$ cat src/rtl/img_pkg.sv
// Shared image-pipeline definitions: pixel width, default frame geometry,
// the pixel type and the counter-width helper used by the line and window
// buffers.
package img_pkg;

  localparam int PIX_W    = 8;
  localparam int DEF_COLS = 5;
  localparam int DEF_ROWS = 5;

  typedef logic [PIX_W-1:0] pixel_t;

  // Width of a counter that runs 0..n-1; never narrower than one bit.
  function automatic int cnt_w(input int n);
    return (n > 1) ? $clog2(n) : 1;
  endfunction

endpackage

$ cat src/rtl/line_ram.sv
// One image row of pixel storage. Single address, asynchronous read,
// synchronous write: a read and a write to the same address in one cycle
// return the old contents (read-before-write), which is what lets one
// memory both shift a row down and capture the new one.
module line_ram
  import img_pkg::*;
#(
  parameter int DEPTH = DEF_COLS,
  parameter int AW    = cnt_w(DEPTH)
) (
  input  logic          clk,
  input  logic          we_i,
  input  logic [AW-1:0] addr_i,
  input  pixel_t        wdata_i,
  output pixel_t        rdata_o
);

  pixel_t mem_q [DEPTH];

  // Capture the write data at the addressed column.
  // NOTE: the array has no reset on purpose; stale rows are masked by the row
  // counter upstream, and a resettable array could not map to distributed RAM.
  always_ff @(posedge clk) begin
    if (we_i) begin
      mem_q[addr_i] <= wdata_i;
    end
  end

  assign rdata_o = mem_q[addr_i];

endmodule

$ cat src/rtl/line_buffer_3rows.sv
// Raster-stream line buffer: keeps the two previous rows in circular line
// memories and emits, per accepted pixel, the vertically aligned column
// triple (row r-2, row r-1, row r). Triples are flagged valid from row 2
// onward; the last triple of every frame also raises progress_done_o.
module line_buffer_3rows
  import img_pkg::*;
#(
  parameter int COLS = DEF_COLS,
  parameter int ROWS = DEF_ROWS
) (
  input  logic             clk,
  input  logic             rst,
  input  logic             done_i,
  input  logic [PIX_W-1:0] data_i,
  output logic [PIX_W-1:0] S1_o,
  output logic [PIX_W-1:0] S2_o,
  output logic [PIX_W-1:0] S3_o,
  output logic             done_o,
  output logic             progress_done_o
);

  localparam int CW = cnt_w(COLS);
  localparam int RW = cnt_w(ROWS);

  localparam logic [CW-1:0] COL_LAST        = CW'(COLS - 1);
  localparam logic [RW-1:0] ROW_LAST        = RW'(ROWS - 1);
  localparam logic [RW-1:0] ROW_FIRST_VALID = RW'(2);

  logic [CW-1:0] col_q, col_d;
  logic [RW-1:0] row_q, row_d;
  pixel_t        s1_q, s1_d;
  pixel_t        s2_q, s2_d;
  pixel_t        s3_q, s3_d;
  logic          done_q, done_d;
  logic          prog_q, prog_d;

  pixel_t        l1_rd;
  pixel_t        l2_rd;
  logic          wr_en;

  // A pixel arriving together with reset is dropped, memories included.
  assign wr_en = done_i & ~rst;

  // L1 holds the previous row, L2 the row before it; L2 is fed from L1's
  // pre-write value so both shift down in the same cycle.
  line_ram #(.DEPTH(COLS), .AW(CW)) u_l1 (
    .clk     (clk),
    .we_i    (wr_en),
    .addr_i  (col_q),
    .wdata_i (data_i),
    .rdata_o (l1_rd)
  );

  line_ram #(.DEPTH(COLS), .AW(CW)) u_l2 (
    .clk     (clk),
    .we_i    (wr_en),
    .addr_i  (col_q),
    .wdata_i (l1_rd),
    .rdata_o (l2_rd)
  );

  // Next-state: advance raster position and load the column triple on an
  // accepted pixel; otherwise hold data and drop the strobes.
  // NOTE: every signal gets a default before the if, so no path leaves one
  // unassigned and no latch is inferred.
  always_comb begin
    col_d  = col_q;
    row_d  = row_q;
    s1_d   = s1_q;
    s2_d   = s2_q;
    s3_d   = s3_q;
    done_d = 1'b0;
    prog_d = 1'b0;
    if (done_i) begin
      s3_d   = data_i;
      s2_d   = l1_rd;
      s1_d   = l2_rd;
      done_d = (row_q >= ROW_FIRST_VALID);
      prog_d = (row_q == ROW_LAST) && (col_q == COL_LAST);
      if (col_q == COL_LAST) begin
        col_d = '0;
        row_d = (row_q == ROW_LAST) ? '0 : row_q + RW'(1);
      end else begin
        col_d = col_q + CW'(1);
      end
    end
  end

  // Position counters and output registers, synchronously reset.
  // NOTE: non-blocking assignments here so every register samples the
  // pre-edge values, independent of statement order.
  always_ff @(posedge clk) begin
    if (rst) begin
      col_q  <= '0;
      row_q  <= '0;
      s1_q   <= '0;
      s2_q   <= '0;
      s3_q   <= '0;
      done_q <= 1'b0;
      prog_q <= 1'b0;
    end else begin
      col_q  <= col_d;
      row_q  <= row_d;
      s1_q   <= s1_d;
      s2_q   <= s2_d;
      s3_q   <= s3_d;
      done_q <= done_d;
      prog_q <= prog_d;
    end
  end

  assign S1_o            = s1_q;
  assign S2_o            = s2_q;
  assign S3_o            = s3_q;
  assign done_o          = done_q;
  assign progress_done_o = prog_q;

endmodule
$ cat config.mk
export PLATFORM = sky130hd
export DESIGN_NAME = line_buffer_3rows
export DESIGN_NICKNAME = d
export VERILOG_FILES = /design/src/rtl/img_pkg.sv /design/src/rtl/line_ram.sv /design/src/rtl/line_buffer_3rows.sv
export SDC_FILE = /design/constraint.sdc
export NUM_CORES = 1
export LEC_CHECK = 0
export ABC_AREA = 1
export BUFFER_PORTS_ARGS = -buffer_cell sky130_fd_sc_hd__buf_4
export CAP_MARGIN = 20
export CORE_MARGIN = 2
export CORE_UTILIZATION = 40
export DETAILED_ROUTE_END_ITERATION = 8
export PLACE_DENSITY = 0.54
export SYNTH_ARGS = -nofsm -noshare
export SYNTH_HDL_FRONTEND = slang
export SYNTH_HIERARCHICAL = 1
export SYNTH_SLANG_ARGS = --single-unit
export TNS_END_PERCENT = 20
$ cat constraint.sdc
create_clock -name clk -period 2 [get_ports clk]
set_input_delay 0.4 -clock clk [delete_from_list [all_inputs] [get_ports clk]]
set_output_delay 0.4 -clock clk [all_outputs]
set_load 0.05 [all_outputs]
==> results of run 1 <==
## synth_stat cells
cell / count
inv_2: 5
buf_4: 2
nor2_2: 2
buf_6: 10
nand3_1: 47
inv_1: 71
edfxtp_1: 80
a21oi_1: 4
nor3_1: 1
inv_6: 3
nand4_1: 1
nor3_2: 4
o21ai_0: 22
clkbuf_1: 2
nor2_4: 4
nor2_1: 58
nand3_4: 1
ha_1: 4
nand2_1: 98
xor2_1: 1
o21ai_1: 3
buf_2: 2
dfxtp_1: 32
nor3b_1: 2
## power by group through the flow
stage / clock [µW] / combinational [µW] / sequential, µW
6_report: 1770 / 604 / 2620
5_1_grt: 1930 / 666 / 2630
4_1_cts: 1830 / 616 / 2620
3_5_place_dp: 0 / 615 / 2680
3_3_place_gp: 0 / 614 / 2670
2_1_floorplan: 0 / 281 / 2810
## final timing paths
path | depth (start not counted) | from | slack, ps | endpoint
max | 5 | col_q[1]$_SDFFE_PP0P_ | 360 | u_l2/mem_q[3][3]$_DFFE_PP_
max reg2reg | 5 | col_q[1]$_SDFFE_PP0P_ | 360 | u_l2/mem_q[3][3]$_DFFE_PP_
min | 1 | data_i[4] | 280 | u_l1/mem_q[0][4]$_DFFE_PP_
min reg2reg | 2 | S3_o[4]$_SDFFE_PP0P_ | 500 | S3_o[4]$_SDFFE_PP0P_
## state kept, by name, summed over array words and instances (netlist names)
name / flops
S1_o: 8
S2_o: 8
S3_o: 8
col_q: 3
done_o: 1
progress_done_o: 1
row_q: 3
u_l1/mem_q: 40
u_l2/mem_q: 40
## final cells by class
cell class              instances  area [µm²]
fillers                      1109        6020
multi-input cells             252        1170
clock buffers                  13         250
flip-flops and latches        112        3040
well taps                     143         179
inverters                      79         312
repair buffers                 52         403
clock inverters                 3        42.5
## metrics by stage
| stage | hold slack (ps) | util [%] | setup WS [ps] | area [µm²] |
|---|---|---|---|---|
| 4_1_cts | 270 | 47.2 | 342 | 5400 |
| 3_3_place_gp | 478 | 44.7 | 399 | 5100 |
| 3_5_place_dp | 480 | 44.7 | 354 | 5100 |
| 2_1_floorplan | 459 | - | 147 | 4670 |
| 6_report | 281 | 47.2 | 360 | 5400 |
| 5_1_grt | 268 | 47.2 | 240 | 5400 |
## layout by cell type (no fill, tap or decap)
cell type and n:
nand3_1 47, clkinvlp_4 1, xor2_1 1, inv_6 3
nor3_2 4, clkbuf_1 3, clkbuf_8 1, nor3b_1 2
inv_1 71, clkbuf_16 9, clkinv_2 1, nor2_2 2
buf_4 51, buf_12 1, o21ai_0 22, inv_2 5
nand4_1 1, edfxtp_1 80, nor2_1 58, nor2_4 4
a21oi_1 4, ha_1 4, bufinv_16 1, dfxtp_1 32
nand3_4 1, o21ai_1 3, nand2_1 98, nor3_1 1
## cells by family after synthesis
family | count (synthesis) | share of synthesized area, %
adders and majority gates | 4 | 1.07
xor gates and xnor gates | 1 | 0.188
AOI/OAI and AO/OA | 29 | 3.11
buffers and inverters | 95 | 9.79
DFF | 112 | 65.2
and+or+nand+nor | 218 | 20.6
## per-layer routing
metal / GRT usage, % / vias to the layer above / part of all wire (%)
li1: - / 1559 / -
met5: 0 / - / 0
met1: 21.4 / 1450 / 46
met3: 4.03 / 9 / 2.7
met2: 28.6 / 38 / 50
met4: 5.12 / 0 / 1.3
==> metrics.cfg, run 1 <==
[status]
status=finished, final reports clean

[cts]
holdBufCountCts=0
cts_tree=built
clk_pin_slew_ps=70
root_buffer=clkbuf_16
cts_max_level=3
numClockSinks=112
cts_resized=0
ctsLongestPathBuffers=2
cts_made_buffers=9
clock_latency_ps=340
postCtsSetupBuffers=0

[timing]
finalCritPeriodShare_pct=82.0
tightest_slew_ps=438
fin_crit_ps=1640
slew_headroom_pct=70.8
finalHoldViolCount=0
setup_viol=0
fin_worst_skew_ps=7.11
rsz0062_at_grt=false
maxSlewViolCount=0
max_freq_mhz=610
finalSetupTns_ps=0

[synthesis]
synth_cells=459
synth_seq_area_share_pct=65.2
synth_cell_types=24
synth_area_leaders=edfxtp_1 51%, dfxtp_1 14%, nand2_1 7.9%
yosysWarnings=6
synth_top_area_share_pct=51.5
synth_seq_cells=112
synth_top_cell_by_area=edfxtp_1
synth.avg_cell_area_um2=10.2
synth_fp_nets=474
syn_area_um2=4670

[detailed_routing]
wl_per_cell_um=15.1
dr.pass1.iters=4
vias_per_cell=4.67
vias=3056
wl_um=9890
drtIter0Drc=160
drc_errors=0
ant_nets=0

[die]
fp-row-count=39
dieWidth_um=112
io_pins=37
die_area_um2=12500
die_h_um=112
core_area_um2=11400
start_util_pct=40.9

[place]
numPortBuffers=36
dp.cells=638
gp_congestion=0.730
hpwl_um=6600

[pwr]
power_leakage_uw=0.00231
p_per_area_nw_per_um2=926
swShare_pct=24.7
ir_drop_mv=0.566
p_clk_share_pct=35.4
finalPower_uw=5000
p_int_uw=3760
pwr-share-seq_pct=52.5
p_sw_uw=1240
power_frac_comb_pct=12.1

[setup_path]
crit_buf_inv=3
path_delay_family=flip-flops
setup.worst_path.start_class=flop
path_cells=inv_2, nor2_4, inv_1, nor3_2, buf_4
arrival_ps=1700
cp.required_ps=2060
worst_setup_path_end_kind=flop
cp_max_fo=9
critPathSlowestCell=dfxtp_1
worst_path_largest_cell_delay_ps=590
worstSetupPathType=reg -> reg

[grt]
grt_start_max_net_pins=38
antenna_found_initial=0
grt_first_pass_wirelength_um=16000
grt.overflow.total=0
grtUsageTotal_pct=16.8
grt_pass1_vias=3062

[flow_run]
cap_violations=0

[finish]
drive_gt1_share_pct=16.4
area_growth_pct=15.6
nNetsFinal=521
final_cells=654
diodes=0

[hold_path]
min_path_type=in -> reg

Note: power is estimated with default switching activity, not from simulation.
==> run 2: changes to the inputs <==
clock period = 1.55 ns   (was 2 ns; I/O delays follow)
==> run 2 against run 1 <==
  * Total power increased by 31%
  * Worst hold slack got worse by 75 ps
  * Clock skew increased by 0.95 ps
  * Clock power increased by 32%
  * Critical path depth unchanged
  * Sequential power increased by 29%
  * Critical path type unchanged
==> metrics.cfg, run 2 (synthesis gave the netlist of run 1 again) <==
[status]
status=finished, final reports clean  ; unchanged

[pwr]
p_clk_share_pct=35.6  ; was 35.4%
ir_drop_mv=0.654  ; was 0.566 mV
swShare_pct=25.0  ; was 24.7%
power_frac_comb_pct=12.9  ; was 12.1%
p_per_area_nw_per_um2=1190  ; was 926 nW/µm²
finalPower_uw=6560  ; was 5000 µW
p_int_uw=4920  ; was 3760 µW
power_leakage_uw=0.00236  ; was 0.00231 µW
p_sw_uw=1640  ; was 1240 µW
pwr-share-seq_pct=51.6  ; was 52.5%

[setup_path]
rr_startpoint=col_q[0]$_SDFFE_PP0P_  ; was col_q[1]$_SDFFE_PP0P_
cp_max_fo=29  ; was 9
setup.worst_path.start_class=flop  ; unchanged
critPathSlowestCell=dfxtp_1  ; unchanged
worstSetupPathType=reg -> reg  ; unchanged
path_cells=buf_12, inv_6, nand2_1, nor3b_2, buf_4  ; was inv_2, nor2_4, inv_1, nor3_2, buf_4
path_delay_family=buffers and inverters  ; was flip-flops
crit_path_start=col_q[0]$_SDFFE_PP0P_  ; was col_q[1]$_SDFFE_PP0P_
crit_buf_inv=3  ; unchanged
cp.required_ps=1610  ; was 2060 ps
arrival_ps=1520  ; was 1700 ps
worst_path_largest_cell_delay_ps=330  ; was 590 ps
worst_setup_path_end_kind=flop  ; unchanged

[place]
numPortBuffers=36  ; unchanged
gp_congestion=0.814  ; was 0.730
dp.cells=646  ; was 638
dp_worst_setup_slack_ps=33.8  ; was 354 ps
hpwl_um=7140  ; was 6600 µm
place_area_um2=5180  ; was 5100 µm²

[detailed_routing]
wl_um=10600  ; was 9890 µm
vias=3157  ; was 3056
wl_per_cell_um=16.0  ; was 15.1 µm
vias_per_cell=4.76  ; was 4.67
ant_nets=0  ; unchanged
drtIter0Drc=215  ; was 160
dr.pass1.iters=4  ; unchanged
drc_errors=0  ; unchanged

[timing]
tightest_slew_ps=349  ; was 438 ps
slew_headroom_pct=76.7  ; was 70.8%
rsz0062_at_grt=false  ; unchanged
finalHoldViolCount=0  ; unchanged
finalCritPeriodShare_pct=94.1  ; was 82.0%
whs_ps=206  ; was 281 ps
setup_viol=0  ; unchanged
max_freq_mhz=685  ; was 610 MHz
maxSlewViolCount=0  ; unchanged
layout_setup_ws_ps=90.7  ; was 360 ps
fin_crit_ps=1460  ; was 1640 ps
fin_worst_skew_ps=8.06  ; was 7.11 ps

[cts]
ctsLongestPathBuffers=2  ; unchanged
cts_tree=built  ; unchanged
root_buffer=clkbuf_16  ; unchanged
clock_latency_ps=350  ; was 340 ps
cts_made_buffers=9  ; unchanged
cts_max_level=3  ; unchanged
clk_pin_slew_ps=70  ; about the same
numClockSinks=112  ; unchanged

[finish]
nNetsFinal=530  ; was 521
multi_input_area_um2=1180  ; was 1170 µm²
layout_commonest_cell=nand2_1  ; unchanged
nFillCells=1089  ; was 1109
drive_gt1_share_pct=18.7  ; was 16.4%
final_cells=663  ; was 654
final_cell_mix=98 x nand2_1, 80 x edfxtp_1, 71 x inv_1, 59 x buf_4, 58 x nor2_1  ; was 98 x nand2_1, 80 x edfxtp_1, 71 x inv_1, 58 x nor2_1, 51 x buf_4
largestRegisters=u_l1/mem_q: 40 flops, u_l2/mem_q: 40 flops  ; unchanged
area_growth_pct=17.8  ; was 15.6%
layout.area.seq_um2=3040  ; about the same
diodes=0  ; unchanged
final_area_um2=5500  ; was 5400 µm²

[die]
fp-row-count=39  ; unchanged
die_area_um2=12500  ; unchanged
core_area_um2=11400  ; unchanged
die_h_um=112  ; unchanged
dieWidth_um=112  ; unchanged
start_util_pct=40.9  ; unchanged
io_pins=37  ; unchanged

[grt]
grt_first_pass_wirelength_um=17100  ; was 16000 µm
grt.overflow.total=0  ; unchanged
grt_pass1_vias=3223  ; was 3062
antenna_found_initial=0  ; unchanged
grt_start_max_net_pins=31  ; was 38
grtUsageTotal_pct=18.1  ; was 16.8%

[flow_run]
cap_violations=0  ; unchanged

[hold_path]
min_path_type=in -> reg  ; unchanged
min_from=data_i[4]  ; unchanged

## run 2: final timing paths
kind | end | slack (ps) | cells after the start
worst min register to register | done_o$_SDFF_PN0_ | 490 | 2
worst min-delay path | u_l1/mem_q[4][4]$_DFFE_PP_ | 210 | 1
worst max-delay path | u_l2/mem_q[4][2]$_DFFE_PP_ | 90 | 5
worst max register to register | u_l2/mem_q[4][2]$_DFFE_PP_ | 90 | 5
## run 2: worst reg2reg max path, cell delays in order (launching register included)
cell and delay, ps:
dfxtp_1 330, buf_12 170, inv_6 190, nand2_1 130, nor3b_2 170, buf_4 190
## run 2: power by group through the flow
stage	Clock, µW	Sequential, µW	Combinational, µW
floorplan	0	3620	364
global placement	0	3450	848
detailed placement	0	3450	851
CTS	2400	3380	853
global route	2520	3390	924
finish	2330	3380	845
## run 2: area by class of cell
cell class,count,share of cell area (%)
clock buffer,12,4.67
sequential,112,55.4
inverter,79,5.67
tap,143,3.25
multi-input combinational,252,21.5
timing repair buffer,61,8.78
clock inverter,4,0.774
## run 2: metrics by stage
step	setup TNS, ps	util, %
2_1_floorplan	-1770	-
3_3_place_gp	0	45.4
3_5_place_dp	0	45.4
4_1_cts	0	48.0
5_1_grt	0	48.1
6_report	0	48.1
## run 2: layer usage
metal	routed length [µm]	part of all wire [%]	vias to the layer above	global-route usage, %
met5	0	0	-	0
met4	312	2.9	0	9.02
met3	418	3.9	22	3.27
met2	5060	48	66	29.0
met1	4790	45	1490	23.7
li1	-	-	1579	-
## run 2: timing repair
item | in CTS | in global routing
endpoints found under the setup margin | 0 | 48
hold buffers | 0 | 0
setup buffers | 0 | 1
resized for setup | 0 | 2
==> run 3: changes to the inputs <==
PLACE_DENSITY = 0.55   (was 0.54)
==> run 3 against run 2 <==
  * Clock power fell by 3%
  * Maximum frequency rose by 0.86%
  * Worst setup slack improved by 12 ps
  * Die area did not move
  * Clock skew rose by 0.94 ps
  * First-iteration DRC count fell by 23%
  * Global-route usage fell by 0.43 points
  * Sequential share of layout area fell by 0.65 points
  * Wire length fell by 1.8%
  * Cell count rose by 1.5%
  * Combinational power rose by 3.0%
  * Sequential cell count did not move
==> metrics.cfg, run 3 (synthesis gave the netlist of run 1 again) <==
[cts]
holdBufCountCts=0  ; unchanged
numClockSinks=112  ; unchanged
cts_max_level=3  ; unchanged
clk_pin_slew_ps=80  ; was 70 ps
ctsLongestPathBuffers=2  ; unchanged
root_buffer=clkbuf_16  ; unchanged
clock_latency_ps=350  ; about the same
cts_tree=built  ; unchanged
cts_made_buffers=9  ; unchanged

[pwr]
power_leakage_uw=0.00240  ; was 0.00236 µW
p_int_uw=4750  ; was 4920 µW
p_sw_uw=1750  ; was 1640 µW
ir_drop_mv=0.651  ; was 0.654 mV
power_frac_comb_pct=13.4  ; was 12.9%
p_per_area_nw_per_um2=1170  ; was 1190 nW/µm²
pwr-share-seq_pct=52.0  ; was 51.6%
p_clk_share_pct=34.6  ; was 35.6%
swShare_pct=26.9  ; was 25.0%

[die]
dieWidth_um=112  ; unchanged
fp-row-count=39  ; unchanged
die_area_um2=12500  ; unchanged
core_area_um2=11400  ; unchanged
io_pins=37  ; unchanged
die_h_um=112  ; unchanged
start_util_pct=40.9  ; unchanged

[grt]
grt.overflow.total=0  ; unchanged
grt_first_pass_wirelength_um=17000  ; was 17100 µm
grt_start_max_net_pins=31  ; unchanged
grt_pass1_vias=3296  ; was 3223
grtUsageTotal_pct=17.6  ; was 18.1%
antenna_found_initial=0  ; unchanged

[setup_path]
cp.required_ps=1610  ; about the same
cp_max_fo=22  ; was 29
worst_setup_path_end_kind=flop  ; unchanged
worstSetupPathType=reg -> reg  ; unchanged
setup.worst_path.start_class=flop  ; unchanged
arrival_ps=1510  ; was 1520 ps

[timing]
finalHoldViolCount=0  ; unchanged
setup_viol=0  ; unchanged
layout_setup_ws_ps=103  ; was 90.7 ps
rsz0062_at_grt=true  ; was false
fin_worst_skew_ps=9.01  ; was 8.06 ps
maxSlewViolCount=0  ; unchanged
tightest_slew_ps=339  ; was 349 ps
finalSetupTns_ps=0  ; unchanged
slew_headroom_pct=77.4  ; was 76.7%
fin_crit_ps=1450  ; was 1460 ps
max_freq_mhz=691  ; was 685 MHz
finalCritPeriodShare_pct=93.3  ; was 94.1%

[status]
status=finished, final reports clean  ; unchanged

[detailed_routing]
drc_errors=0  ; unchanged
vias_per_cell=4.71  ; was 4.76
drtIter0Drc=165  ; was 215
dr.pass1.iters=4  ; unchanged
wl_um=10400  ; was 10600 µm
wl_per_cell_um=15.4  ; was 16.0 µm
vias=3171  ; was 3157
ant_nets=0  ; unchanged

[finish]
final_util_pct=48.7  ; was 48.1%
layout_commonest_cell=nand2_1  ; unchanged
nNetsFinal=540  ; was 530
final_cells=673  ; was 663
area_growth_pct=19.2  ; was 17.8%
final_cell_mix=98 x nand2_1, 80 x edfxtp_1, 71 x inv_1, 69 x buf_4, 58 x nor2_1  ; was 98 x nand2_1, 80 x edfxtp_1, 71 x inv_1, 59 x buf_4, 58 x nor2_1
drive_gt1_share_pct=20.6  ; was 18.7%
final_area_um2=5560  ; was 5500 µm²
diodes=0  ; unchanged
largestRegisters=u_l1/mem_q: 40 flops, u_l2/mem_q: 40 flops  ; unchanged

[place]
dp_worst_setup_slack_ps=90.4  ; was 33.8 ps
hpwl_um=7190  ; was 7140 µm
place_area_um2=5270  ; was 5180 µm²
gp_congestion=0.815  ; was 0.814
numPortBuffers=36  ; unchanged
dp.cells=657  ; was 646

[hold_path]
min_path_type=in -> reg  ; unchanged

[flow_run]
cap_violations=0  ; unchanged

==> run 3: critical path: stages (launching register included) <==
cell and delay, ps:
dfxtp_1 340, buf_12 170, nor2_4 230, inv_1 100, nor2_1 120, buf_4 200
==> run 3: area by class of cell <==
class,instances,area (µm²)
Sequential cell,112,3040
Inverter,79,312
Timing Repair Buffer,71,558
Fill cell,1120,5860
Multi-Input combinational cell,252,1180
Tap cell,143,179
Clock buffer,9,225
Clock inverter,7,62.6
==> run 3: path summary, 6_finish.rpt <==
check	startpoint	end	slack [ps]	cells past startpoint
worst min-delay path	data_i[3]	u_l1/mem_q[1][3]$_DFFE_PP_	200	1
worst max register to register	col_q[2]$_SDFFE_PP0P_	u_l1/mem_q[2][7]$_DFFE_PP_	100	5
worst max-delay path	col_q[2]$_SDFFE_PP0P_	u_l1/mem_q[2][7]$_DFFE_PP_	100	5
worst min register to register	S3_o[4]$_SDFFE_PP0P_	S3_o[4]$_SDFFE_PP0P_	500	2
==> run 3: power by group through the flow <==
stage | Combinational, µW | Clock, µW | Sequential (µW)
floorplan | 364 | 0 | 3620
global route | 952 | 2450 | 3390
detailed placement | 879 | 0 | 3450
CTS | 883 | 2310 | 3380
global placement | 878 | 0 | 3440
finish | 870 | 2250 | 3380
==> run 3: metrics by stage <==
stage / hold WS [ps] / total power [µW]
2_1_floorplan: 409 / 3990
3_5_place_dp: 478 / 4330
5_1_grt: 187 / 6790
4_1_cts: 189 / 6580
3_3_place_gp: 473 / 4320
6_report: 201 / 6490
==> run 3: what timing repair did <==
item                                    in CTS  in global routing
setup buffers                                0                  0
gates resized for setup                      0                  1
endpoints found under the setup margin       0                  2
==> run 3: metal layers <==
metal	track usage, %	vias up	part of all wire, %
met2	29.3	57	48
met1	22.8	1505	46
met3	4.14	12	4.0
li1	-	1597	-
met4	6.02	0	1.8
met5	0	-	0
